$ cat src/rtl/signed_accum_dump.sv
// Signed accumulate-and-dump: sums N_ACC valid samples at full precision and
// emits the sum (MODE 0) or the floor-average (MODE 1) with a one-cycle pulse.
module signed_accum_dump #(
  parameter int WLin  = 4,
  parameter int N_ACC = 4,
  parameter int MODE  = 0,
  parameter int WLout = WLin + $clog2(N_ACC),
  parameter int WLcnt = (N_ACC > 1) ? $clog2(N_ACC) : 1
) (
  input  logic                    clk,
  input  logic                    rst_n,
  input  logic                    clr,
  input  logic                    in_valid,
  input  logic signed [WLin-1:0]  in_data,
  output logic                    out_valid,
  output logic signed [WLout-1:0] out_data,
  output logic        [WLcnt-1:0] acc_count
);

  localparam int unsigned SHIFT = $clog2(N_ACC);
  localparam logic [WLcnt-1:0] LAST = WLcnt'(N_ACC - 1);

  if (MODE == 1 && (N_ACC & (N_ACC - 1)) != 0) begin : g_mode_check
    $error("signed_accum_dump: MODE=1 requires N_ACC to be a power of 2");
  end

  logic signed [WLout-1:0] acc_q, acc_d;
  logic        [WLcnt-1:0] count_q, count_d;
  logic                    out_valid_q, out_valid_d;
  logic signed [WLout-1:0] out_data_q, out_data_d;

  logic signed [WLout-1:0] sample_ext;
  logic signed [WLout-1:0] sum_c;
  logic signed [WLout-1:0] result_c;

  assign sample_ext = WLout'(in_data);
  assign sum_c      = acc_q + sample_ext;
  // Arithmetic shift gives floor (toward -inf) rounding for the average.
  assign result_c   = (MODE == 1) ? (sum_c >>> SHIFT) : sum_c;

  // Next-state: clear beats dump beats accumulate; with N_ACC=1 every valid
  // sample dumps, including one that arrives with clr.
  always_comb begin
    acc_d       = acc_q;
    count_d     = count_q;
    out_valid_d = 1'b0;
    out_data_d  = out_data_q;
    if (clr && in_valid && (N_ACC > 1)) begin
      acc_d   = sample_ext;
      count_d = WLcnt'(1);
    end else if (clr && !in_valid) begin
      acc_d   = '0;
      count_d = '0;
    end else if (in_valid && (count_q == LAST)) begin
      out_valid_d = 1'b1;
      out_data_d  = clr ? sample_ext : result_c;
      acc_d       = '0;
      count_d     = '0;
    end else if (in_valid) begin
      acc_d   = sum_c;
      count_d = count_q + WLcnt'(1);
    end
  end

  always_ff @(posedge clk or negedge rst_n) begin
    if (!rst_n) begin
      acc_q       <= '0;
      count_q     <= '0;
      out_valid_q <= 1'b0;
      out_data_q  <= '0;
    end else begin
      acc_q       <= acc_d;
      count_q     <= count_d;
      out_valid_q <= out_valid_d;
      out_data_q  <= out_data_d;
    end
  end

  assign out_valid = out_valid_q;
  assign out_data  = out_data_q;
  assign acc_count = count_q;

endmodule

$ cat config.mk
export PLATFORM = sky130hd
export DESIGN_NAME = signed_accum_dump
export DESIGN_NICKNAME = d
export VERILOG_FILES = /design/src/rtl/signed_accum_dump.sv
export SDC_FILE = /design/constraint.sdc
export NUM_CORES = 1
export LEC_CHECK = 0
export CORE_MARGIN = 2
export CORE_UTILIZATION = 52
export DETAILED_ROUTE_END_ITERATION = 10
export GPL_ROUTABILITY_DRIVEN = 0
export PLACE_DENSITY = 0.89
export SLEW_MARGIN = 40
export SYNTH_ARGS = -nofsm -noshare
export SYNTH_HDL_FRONTEND = slang
export SYNTH_SLANG_ARGS = --single-unit
$ cat constraint.sdc
create_clock -name clk -period 3.57 [get_ports clk]
set_input_delay 0.357 -clock clk [delete_from_list [all_inputs] [get_ports clk]]
set_output_delay 0.357 -clock clk [all_outputs]
set_load 0.01 [all_outputs]
==> impl_metrics.ini <==
[run_status]
run_status = complete, no violations

[sta]
rsz0062_at_grt = false
period_needed_ps = 2130
hold_violations = 0
period_share_pct = 59.8
finalSetupViolations = 0
whs_ps = 475
maxSlewViolCount = 0
relSlewSlack_pct = 56.0
fin_setup_tns_ps = 0
tightest_slew_ps = 658
fmax_mhz = 469
fin_skew_ps = 4.03

[place]
io_buffers = 16
place_hpwl_mm = 1.20
place_area_um2 = 965

[clock_tree]
cts_num_sinks = 15
post-cts-setup-buffers = 0
cts_tree = yes
cts_buffers = 3
clkTransAtPathRegs_ps = 90
cts_root_buf = clkbuf_4
cts_buffer_depth = 2
h-tree-depth = 1
cts_resized = 0
clock_latency_ps = 280
holdBufCountCts = 0

[floorplan]
die_w_um = 43.1
die_y_um = 43.1
num_io_pins = 17
coreArea_mm2 = 0.00147
start_util_pct = 53.9
row_count = 14
die_area_mm2 = 0.00185

[power]
power.share.clock_pct = 16.6
power_frac_comb_pct = 40.7
p_sw_share_pct = 30.9
sequentialPowerShare_pct = 42.7
powerDensity_mw_per_mm2 = 567
ir_drop_uv = 377
p_int_w = 0.000389
power_leakage_nw = 0.464
p_sw_w = 0.000174

[global_route]
grt_usage_pct = 19.3
grt_pass1_vias = 569
grt_max_degree = 16
overflow = 0
antenna_found_initial = 0
grt_pass1_wl_mm = 2.64

[worst_setup_path]
path_class = input port to flop
slowest_stage = clkdlybuf4s50_1
cp-end-kind = flop
required_ps = 3740
crit_arrival_ps = 2300
crit_chain = clkdlybuf4s50_1 -> ha_1 -> a21oi_1 -> nor2b_1 -> a311o_1 -> xnor2_1 -> a221o_1
cpPeakStageDelay_ps = 500
worstPathMaxFanout = 4
start_kind = input port

[synth]
yosys_register_bits = 15
syn_area_um2 = 793
synth_seq_area_share_pct = 47.3
synth_area_leaders = dfrtp_1, ha_1, xnor2_1
yosysTopAreaCell = dfrtp_1
syn-num-nets = 85
yosysUniqueCellTypes = 24
synthCells = 70
avgSynthCellArea_um2 = 11.3
synth_top_area_share_pct = 47.3
yosys_warnings = 0

[flow_run]
drv_cap = 0

[route]
num_vias = 585
drtPass1Iterations = 4
vias_per_cell = 5.63
drt-total-wl_mm = 1.54
drc = 0
drtIter0Drc = 24
ant_nets = 0
wl_per_cell_um = 14.8

[layout]
seqCellArea_um2 = 375
final_cell_mix = clkdlybuf4s50_1, dfrtp_1, nand2_1
num_antenna_cells = 0
multi_input_area_um2 = 405
area_growth_pct = 25.1
utilization_pct = 67.4
design_area_um2 = 992
num-fill-cells = 123
num-nets-final = 104
final_common_cell = clkdlybuf4s50_1
post_route_cells_drive_above_1_share_pct = 7.95

[hold_path]
hp-class = input port to async pin
power groups by stage:
stage	logic [W]	clock network, W	registers, W
floorplan	0.000105	0	0.000260
global placement	0.000220	0	0.000243
detailed placement	0.000230	0	0.000245
CTS	0.000230	0.0000987	0.000242
global route	0.000247	0.000107	0.000248
finish	0.000229	0.0000937	0.000240
registers in the layout, summed over array words and instances (netlist names):
register	count
acc_q	6
out_data	6
acc_count	2
out_valid	1
per-stage QoR:
stage	std cells	total power [W]	setup slack, ps
floorplan	70	0.000366	1770
global placement	100	0.000464	1230
detailed placement	100	0.000475	1160
CTS	104	0.000570	1460
global route	104	0.000602	1390
finish	104	0.000563	1440
worst max-delay path, delay by kind of cell:
kind / cells / cell delay, ps
adders and majority gates: 1 / 400
AOI/OAI and AO/OA: 3 / 840
xor gates and xnor gates: 1 / 150
and+or+nand+nor: 1 / 60
buffers and inverters: 1 / 500
layer usage:
layer  vias to the layer above  part of all wire [%]  track usage, %
met5                         -                     0               0
met4                         0                  0.65            9.09
met3                         2                   3.1            3.83
met2                        13                    48            27.6
met1                       282                    48            28.1
li1                        288                     -               -
cell families after synthesis:
kind of cell,count (synthesis),synth area share [%]
AO/OA/AOI/OAI,15,14.7
flip-flops,15,47.3
XOR/XNOR,6,6.62
AND/OR/NAND/NOR,20,12.3
buffers and inverters,3,1.58
multiplexers,4,5.52
adder cells (fa/ha/maj),7,12.0
area by class of cell:
cell class	count	share of cell area [%]
well taps	16	2.02
clock buffers	3	2.27
inverters	1	0.378
flip-flops and latches	15	37.8
clock inverters	1	0.504
repair buffers	16	16.1
multi-input cells	52	40.9
cells in the mapped netlist (all sizes together):
master and instances:
ha 6, nor2b 2, a221o 3, nand3b 1, nand2 8, o21bai 1
a22o 3, a32o 1, clkbuf 1, dfrtp 15, inv 1, xnor2 6
a311o 1, nand2b 3, a21o 1, mux2 3, nor3b 1, buf 1
mux2i 1, a21oi 3, fa 1, and3 1, nor2 4, o21ai 2
final timing paths:
kind	depth (start not counted)	start	end	slack, ps
setup / recovery	7	in_data[3]	acc_q[5]	1440
hold / removal	1	rst_n	out_valid	470
setup reg to reg	6	acc_q[0]	acc_q[4]	1620
hold reg to reg	2	out_data[1]	out_data[1]	490
max in group asynchronous	1	rst_n	acc_q[1]	2670
min in group clk	2	out_data[1]	out_data[1]	490
Note: power is estimated with default switching activity, not from simulation.
